==> src/rtl/ysyx_23060208_pkg.sv <==
// Shared types and constants for the ysyx_23060208 instruction fetch unit.
// Holds fetch FSM encodings, response codes and the default boot address.
package ysyx_23060208_pkg;

    typedef enum logic [1:0] {
        IFU_IDLE = 2'd0,
        IFU_AR   = 2'd1,
        IFU_R    = 2'd2,
        IFU_HOLD = 2'd3
    } ifu_state_e;

    localparam logic [1:0]  RESP_OKAY      = 2'b00;
    localparam int          INST_BYTES     = 4;
    localparam logic [31:0] DEF_RESET_PC   = 32'h8000_0000;

endpackage

==> src/rtl/ysyx_23060208_ifu_pc.sv <==
// Program counter for the fetch unit: sequential advance with redirect priority.
// pc_next_o exposes the next-state value so the fetcher can latch it on AR entry.
module ysyx_23060208_ifu_pc
    import ysyx_23060208_pkg::*;
#(
    parameter int                    DATA_WIDTH = 32,
    parameter logic [DATA_WIDTH-1:0] RESET_PC   = DATA_WIDTH'(DEF_RESET_PC)
) (
    input  logic                  clk_i,
    input  logic                  rst_ni,
    input  logic                  advance_i,
    input  logic                  redirect_i,
    input  logic [DATA_WIDTH-1:0] redirect_pc_i,
    output logic [DATA_WIDTH-1:0] pc_o,
    output logic [DATA_WIDTH-1:0] pc_next_o
);

    logic [DATA_WIDTH-1:0] pc_q;
    logic [DATA_WIDTH-1:0] pc_d;

    always_comb begin
        pc_d = pc_q;
        if (redirect_i) begin
            pc_d = redirect_pc_i;
        end else if (advance_i) begin
            pc_d = pc_q + DATA_WIDTH'(INST_BYTES);
        end
    end

    always_ff @(posedge clk_i or negedge rst_ni) begin
        if (!rst_ni) begin
            pc_q <= RESET_PC;
        end else begin
            pc_q <= pc_d;
        end
    end

    assign pc_o      = pc_q;
    assign pc_next_o = pc_d;

endmodule

==> src/rtl/ysyx_23060208_ifu_fetch.sv <==
// Instruction fetch master: one AR/R read per instruction, buffered for the IDU.
// Redirects retarget the PC at any time; stale in-flight responses are dropped.
module ysyx_23060208_ifu_fetch
    import ysyx_23060208_pkg::*;
#(
    parameter int                    DATA_WIDTH = 32,
    parameter logic [DATA_WIDTH-1:0] RESET_PC   = DATA_WIDTH'(DEF_RESET_PC)
) (
    input  logic                  clk,
    input  logic                  rst,
    output logic [DATA_WIDTH-1:0] isram_araddr,
    output logic                  isram_arvalid,
    input  logic                  isram_arready,
    input  logic [1:0]            isram_rresp,
    input  logic                  isram_rvalid,
    input  logic [DATA_WIDTH-1:0] isram_rdata,
    output logic                  isram_rready,
    output logic                  ifu_allowin,
    input  logic                  idu_allowin,
    output logic                  ifu_to_idu_valid,
    output logic [DATA_WIDTH-1:0] ifu_to_idu_inst,
    output logic [DATA_WIDTH-1:0] ifu_to_idu_pc,
    output logic                  ifu_to_idu_fault,
    input  logic                  redirect_valid,
    input  logic [DATA_WIDTH-1:0] redirect_pc
);

    ifu_state_e            state_q, state_d;
    logic                  drop_q, drop_d;
    logic                  fault_q, fault_d;
    logic [DATA_WIDTH-1:0] addr_q, addr_d;
    logic [DATA_WIDTH-1:0] inst_q, inst_d;
    logic [DATA_WIDTH-1:0] ipc_q, ipc_d;
    logic                  advance;
    logic [DATA_WIDTH-1:0] pc;
    logic [DATA_WIDTH-1:0] pc_next;

    ysyx_23060208_ifu_pc #(
        .DATA_WIDTH (DATA_WIDTH),
        .RESET_PC   (RESET_PC)
    ) u_pc (
        .clk_i         (clk),
        .rst_ni        (rst),
        .advance_i     (advance),
        .redirect_i    (redirect_valid),
        .redirect_pc_i (redirect_pc),
        .pc_o          (pc),
        .pc_next_o     (pc_next)
    );

    always_comb begin
        state_d = state_q;
        drop_d  = drop_q;
        fault_d = fault_q;
        inst_d  = inst_q;
        ipc_d   = ipc_q;
        advance = 1'b0;
        unique case (state_q)
            IFU_IDLE: state_d = IFU_AR;
            IFU_AR: begin
                if (redirect_valid) drop_d = 1'b1;
                if (isram_arready) state_d = IFU_R;
            end
            IFU_R: begin
                if (isram_rvalid) begin
                    drop_d = 1'b0;
                    if (drop_q || redirect_valid) begin
                        state_d = IFU_AR;
                    end else begin
                        inst_d  = isram_rdata;
                        ipc_d   = addr_q;
                        fault_d = (isram_rresp != RESP_OKAY);
                        state_d = IFU_HOLD;
                    end
                end else if (redirect_valid) begin
                    drop_d = 1'b1;
                end
            end
            IFU_HOLD: begin
                advance = idu_allowin;
                if (idu_allowin || redirect_valid) state_d = IFU_AR;
            end
            default: state_d = IFU_IDLE;
        endcase
    end

    // Address is captured only on AR entry so it stays stable under redirects.
    always_comb begin
        addr_d = addr_q;
        if (state_d == IFU_AR && state_q != IFU_AR) addr_d = pc_next;
    end

    always_ff @(posedge clk or negedge rst) begin
        if (!rst) begin
            state_q <= IFU_IDLE;
            drop_q  <= 1'b0;
            fault_q <= 1'b0;
            addr_q  <= RESET_PC;
            inst_q  <= '0;
            ipc_q   <= '0;
        end else begin
            state_q <= state_d;
            drop_q  <= drop_d;
            fault_q <= fault_d;
            addr_q  <= addr_d;
            inst_q  <= inst_d;
            ipc_q   <= ipc_d;
        end
    end

    assign isram_araddr     = addr_q;
    assign isram_arvalid    = (state_q == IFU_AR);
    assign isram_rready     = (state_q == IFU_R);
    assign ifu_allowin      = (state_q != IFU_HOLD);
    assign ifu_to_idu_valid = (state_q == IFU_HOLD);
    assign ifu_to_idu_inst  = inst_q;
    assign ifu_to_idu_pc    = ipc_q;
    assign ifu_to_idu_fault = fault_q;

endmodule

==> config.mk <==
export PLATFORM = sky130hd
export DESIGN_NAME = ysyx_23060208_ifu_fetch
export DESIGN_NICKNAME = d
export VERILOG_FILES = /design/src/rtl/ysyx_23060208_pkg.sv /design/src/rtl/ysyx_23060208_ifu_pc.sv /design/src/rtl/ysyx_23060208_ifu_fetch.sv
export SDC_FILE = /design/constraint.sdc
export NUM_CORES = 1
export LEC_CHECK = 0
export ABC_AREA = 0
export BUFFER_PORTS_ARGS = -buffer_cell sky130_fd_sc_hd__buf_2
export CORE_UTILIZATION = 50
export DETAILED_ROUTE_END_ITERATION = 10
export PLACE_DENSITY = 0.89
export SLEW_MARGIN = 20
export SYNTH_ARGS = -nofsm -noshare
export SYNTH_HDL_FRONTEND = slang
export SYNTH_HIERARCHICAL = 1
export SYNTH_SLANG_ARGS = --single-unit
==> constraint.sdc <==
create_clock -name clk -period 3.45 [get_ports clk]
set_clock_uncertainty 0.05 [all_clocks]
set_input_delay 0.5175 -clock clk [delete_from_list [all_inputs] [get_ports clk]]
set_output_delay 0.5175 -clock clk [all_outputs]
set_load 0.01 [all_outputs]
=== Word level (Yosys, flattened, before mapping) ===
Cells that the tools add are included.

* Output and inout bits: 101
* Register bits: 132

* Add/sub/neg operators: 1
* Reduce and logical (&&, ||, !) cells: 7
* Eq/ne operators: 6
* Bitwise logic cells: 1
* Mux-type cells: 11

{| class="wikitable"
|+ Operators with widths
! operator !! number
|-
| 32-bit two-way mux || 2
|-
| 32-bit by 3-bit adder with 32-bit output, second input constant || 1
|-
| 2-bit two-way mux || 4
|-
| 2-bit case mux with 4 select lines || 1
|-
| 2-bit by 1-bit equality test with 1-bit output, second input constant || 2
|-
| 2-bit equality test, second input constant || 2
|-
| 2-bit nonzero test || 2
|-
| 1-bit two-way mux || 3
|-
| 3-bit AND reduction || 1
|-
| 2-bit zero test || 1
|-
| 1-bit logical OR || 2
|-
| 2-bit by 1-bit != test with 1-bit output, second input constant || 1
|-
| 2-bit != test, second input constant || 1
|-
| 1-bit case mux with 2 select lines || 1
|-
| 1-bit logical AND || 1
|-
| 1-bit inverter || 1
|}

=== Depth between registers and ports, before layout ===
* Depth after elaboration: 6
* Gate-level depth with buffers: 8
* Depth with buffers taken out: 7

=== Cells and area by module ===
Netlist, hierarchy kept.

{| class="wikitable"
|+ By module, submodules not included
! module !! sequential area each (sq um) !! instances !! cells an instance !! area each (sq um)
|-
| ysyx_23060208_ifu_fetch || 2503.7 || 1 || 238 || 3836.2
|-
| ysyx_23060208_ifu_pc || 802.0 || 1 || 209 || 1860.5
|}

=== Least setup slack after synthesis ===
Ideal clock, no wire load.

* Path type: register to register
* From: reg state_q[0]
* To: reg addr_q[22] (netlist: isram_araddr[22])
* Stages on the path, launching flop included: 9
* Path slack: 0.974 ns
* Path buffers: 1
* Clock period less this slack: 2.476 ns
* Arrival: 2.360 ns
* Path through: dfrtp_1 ha_1 and2_1 nand4_1 or3_1 clkbuf_1 or4_1 a31oi_1 mux2_1

* Word-level cells in the longest chain between the ends: 4
* Elaborated cells on any way between the ends: 14
* Those cells by class: 5 x eq/ne; 7 x mux; 2 x reduce/logical

{| class="wikitable"
|+ Ends and longest elaborated chain
! item !! line !! text
|-
| from (decl) || ysyx_23060208_ifu_fetch.sv:28 || <nowiki>ifu_state_e state_q, state_d;</nowiki>
|-
| from (signal assigned) || ysyx_23060208_ifu_fetch.sv:102 || <nowiki>state_q <= state_d;</nowiki>
|-
| 2-bit equality test || -- ||
|-
| named net ifu_to_idu_valid || ysyx_23060208_ifu_fetch.sv:20 || <nowiki>output logic ifu_to_idu_valid,</nowiki>
|-
| 1-bit two-way mux || ysyx_23060208_ifu_fetch.sv:58 || <nowiki>unique case (state_q)</nowiki>
|-
| named net advance || ysyx_23060208_ifu_fetch.sv:34 || <nowiki>logic advance;</nowiki>
|-
| 32-bit two-way mux || ysyx_23060208_ifu_pc.sv:25 || <nowiki>end else if (advance_i) begin</nowiki>
|-
| 32-bit two-way mux || ysyx_23060208_ifu_pc.sv:23 || <nowiki>if (redirect_i) begin</nowiki>
|-
| named net pc_next[22] || ysyx_23060208_ifu_fetch.sv:36 || <nowiki>logic [DATA_WIDTH-1:0] pc_next;</nowiki>
|-
| to (signal assigned) || ysyx_23060208_ifu_fetch.sv:105 || <nowiki>addr_q <= addr_d;</nowiki>
|-
| to (decl) || ysyx_23060208_ifu_fetch.sv:31 || <nowiki>logic [DATA_WIDTH-1:0] addr_q, addr_d;</nowiki>
|}

The timed path passes the listed nets, and every way through them passes these cells.
A chain may end at the register's enable or synchronous reset.

=== Worst setup path in the final report ===
* From: reg state_q[0]
* To: reg addr_q[23] (netlist: isram_araddr[23])

* Word-level cells in the longest chain between the ends: 4
* Elaborated cells on any way between the ends: 14
* Those cells by class: 5 x eq/ne; 7 x mux; 2 x reduce/logical

{| class="wikitable"
|+ Ends and longest elaborated chain
! item !! line
|-
| 2-bit equality test || ysyx_23060208_ifu_fetch.sv:58
|-
| 1-bit two-way mux || ysyx_23060208_ifu_fetch.sv:58
|-
| named net advance || ysyx_23060208_ifu_fetch.sv:34
|-
| 32-bit two-way mux || ysyx_23060208_ifu_pc.sv:25
|-
| 32-bit two-way mux || ysyx_23060208_ifu_pc.sv:23
|-
| named net pc_next[23] || ysyx_23060208_ifu_fetch.sv:36
|}

The timed path passes the listed nets, and every way through them passes these cells.

==> summary.md <==
| Metric | Value |
|---|---|
| Synthesized flop and latch total | 132 |
| Largest net degree at the start of global routing | 133 |
| Total CTS buffers | 17 |
| Max VDD drop | 0.711 mV |
| Crit-path slowest cell | or4_4 |
| Vias in the first global route | 4257 |
| Crit path DAT | 2960 ps |
| DIE HEIGHT | 109 um |
| Max Buffers Root-to-Sink | 2 |
| Worst reg-to-reg path cell count | 7 |
| Fillers | 821 |
| Buffer count from post-CTS setup fixing | 0 |
| Final ANT Viol Nets | 0 |
| DIE WIDTH | 109 um |
| Post-cts sizing count | 0 |
| Maxcap violations | 0 |
| Worst Tran Pin Value | 947 ps |
| Hold WS | 157 ps |
| Initial antenna violation count | 1 |
| Crit path cell chain | ha_1, and2_1, nand3_1, or4_4, o31ai_1, a31oi_1, mux2_1 |
| Routability cong. | 0.800 |
| GR Util All Layers | 23.6% |
| Ports | 173 |
| Crit-path max FO | 14 |
| DIE AREA | 0.0118 mm^2 |
| Status | finished, final reports clean |
| Pint | 3.83 mW |
| P per Cell Area | 759 mW/mm^2 |
| Final Routed Wirelength | 13.0 mm |
| Count of final max-slew check failures | 0 |
| Fmax | 369 MHz |
| Number of synthesized flops with an enable pin | 0 |
| NetSw | 1.68 mW |
| Initial Utilization | 51.9% |
| Grt ovf | 0 |
| Synthesized netlist cell count | 447 |
| Post-synth cell types | 40 |
| Vias per cell | 5.55 |
| Final Hold Viols | 0 |
| Post-DR wirelength/cell | 16.9 um |
| Reg-to-reg startpoint | state_q[0]$_DFF_PN0_ |
| DP HPWL | 8.80 mm |
| FF/Latch Area | 0.00331 mm^2 |
| Clock power share | 32.8% |
| Drt pass-1 iters | 4 |
| CP required | 3700 ps |
| Post-CTS Hold Buffers | 0 |
| Synth Cell Area | 0.00570 mm^2 |
| Sink Count | 132 |
| CP peak stage delay | 560 ps |
| DRC errors left | 0 |
| Most frequent cell after synthesis | dfrtp_1 |
| Worst slew margin | 36.9% |
| Yosys synthesis warning count | 6 |
| Root Buffer | clkbuf_16 |
| Hold crit path type | input port to async pin |
| Synth top area cells | dfrtp_1 57%, mux2_2 13%, mux2_1 5.9% |
| Synthesized area per cell | 12.7 um^2 |
| Fraction of registers with async set/reset | 100% |
| N_diodes | 0 |
| Synth area leader | dfrtp_1 |
| Main synth FF type | dfrtp_1 |
| Worst setup EP type | flop |
| Final Setup Violations | 0 |
| Crit Path Class | flop to flop |
| Core Region | 0.0110 mm^2 |
| Sw Ratio | 30.5% |
| CTS tree | done |
| Count of input and output buffers | 172 |
| Synth Net Count | 525 |
| Insertion delay to the later sink of the worst-skew pair | 410 ps |
| Sequential share of the synthesized area | 58.0% |
| Initial drt markers | 224 |
| Combinational share of power | 26.4% |
| Footprint of the multi-input gates | 0.00226 mm^2 |
| Final worst-path cycle share | 78.6% |
| Static Leak | 3.64 nW |
| Global-route wire length before repair | 20.9 mm |
| Fin Setup TNS | 0 ps |
| R2R setup slack | 740 ps |
| H-tree depth | 4 |
| RSZ-0062 raised after global routing | no |
| Post-layout net count | 696 |
| Yosys top cell area share | 57.1% |
| Share of cells above drive strength 1 | 45.3% |
| Detailed-route via count | 4279 |
| Clock period minus worst slack | 2710 ps |
| Startpoint Class | flop |
| Most common library cells after synthesis | 130 x dfrtp_1, 68 x mux2_2, 32 x nand2_1, 30 x mux2_1, 19 x nor2_1 |
| FF-to-FF End | isram_araddr[23]$_DFFE_PN0P_ |
| Flop pwr share | 40.7% |
| Reg clk slew, reported paths | 60 ps |
| Row cnt | 38 |
| Area growth from synthesis to layout | 27.6% |
-- cells in the final DEF, fill, tap and decap left out, types with 5 or more instances in the layout --
master / Yosys / final
mux2_2: 68 / 68
o21ai_0: 15 / 15
buf_2: 11 / 171
a31oi_1: 13 / 13
nand3_1: 14 / 14
dfrtp_1: 130 / 130
xnor2_1: 7 / 7
clkinv_2: 0 / 5
clkbuf_16: 0 / 17
mux2_1: 30 / 30
or4_1: 15 / 15
inv_1: 11 / 11
o31ai_1: 10 / 10
xor2_1: 5 / 5
nor2_1: 19 / 19
ha_1: 6 / 6
a21oi_1: 5 / 5
o211ai_1: 5 / 5
nand2_1: 32 / 32
nand4_1: 6 / 6
-- cells by family (layout without fill, tap and decap cells) --
logic type               count (synthesis)  count (layout)  share of synthesized area [%]
buffers and inverters                   34             218                           2.61
adder cells (fa/ha/maj)                  6               6                           1.32
flip-flops                             132             132                           58.0
AO/OA/AOI/OAI                           53              53                           5.97
AND/OR/NAND/NOR                        111             111                           10.7
XOR/XNOR                                12              12                           1.84
multiplexers                            99              99                           19.5
-- registers in the layout (all words and copies together), names as in the netlist --
signal / cells
drop_q: 1
ifu_to_idu_fault: 1
ifu_to_idu_inst: 32
ifu_to_idu_pc: 32
isram_araddr: 32
state_q: 2
u_pc/pc_o: 32
-- metal layers --
| layer | up-vias | GRT usage (%) | share of wire, % |
|---|---|---|---|
| li1 | 1970 | - | - |
| met4 | 0 | 11.1 | 2.4 |
| met3 | 31 | 6.40 | 5.5 |
| met5 | - | 0 | 0 |
| met2 | 158 | 39.3 | 52 |
| met1 | 2120 | 28.3 | 40 |
-- worst max-delay path by stage --
| stage | from | endpoint | slack [ps] | cells after the start |
|---|---|---|---|---|
| after floorplan | state_q[0]$_DFF_PN0_ | isram_araddr[22]$_DFFE_PN0P_ | 970 | 8 |
| after global placement | state_q[0]$_DFF_PN0_ | isram_araddr[22]$_DFFE_PN0P_ | 930 | 7 |
| after detailed placement | state_q[0]$_DFF_PN0_ | isram_araddr[23]$_DFFE_PN0P_ | 740 | 7 |
| after CTS | state_q[0]$_DFF_PN0_ | isram_araddr[23]$_DFFE_PN0P_ | 760 | 7 |
| after global routing | state_q[0]$_DFF_PN0_ | isram_araddr[23]$_DFFE_PN0P_ | 540 | 7 |
| final | state_q[0]$_DFF_PN0_ | isram_araddr[23]$_DFFE_PN0P_ | 740 | 7 |
-- layout make-up --
type / instances / share of cell area, %
sequential: 132 / 45.5
multi-input combinational: 281 / 31.1
timing repair buffer: 175 / 12.3
clock buffer: 22 / 6.39
tap: 140 / 2.41
clock inverter: 10 / 1.79
inverter: 11 / 0.568
-- power groups by stage --
stage / clock network [mW] / logic [mW] / registers [mW]
floorplan: 0 / 0.714 / 2.38
global placement: 0 / 1.40 / 2.23
detailed placement: 0 / 1.47 / 2.27
CTS: 1.84 / 1.48 / 2.25
global route: 1.92 / 1.59 / 2.30
finish: 1.81 / 1.46 / 2.25
-- worst max-delay path: cells and delay by family (launching register included) --
kind                       cells  cell delay [ps]
and+or+nand+nor                3             1040
AOI/OAI and AO/OA              2              490
DFF                            1              440
muxes                          1              330
adders and majority gates      1              250
-- through the flow --
step	util, %	setup slack [ps]	instances	cell area [um^2]	power (mW)
after floorplan	-	974	447	5700	3.09
after global placement	60.7	934	739	6670	3.63
after detailed placement	60.7	745	739	6670	3.74
after CTS	66.1	756	771	7260	5.56
after global routing	66.2	539	771	7270	5.82
final	66.2	737	771	7270	5.51
Note: power is estimated with default switching activity, not from simulation.
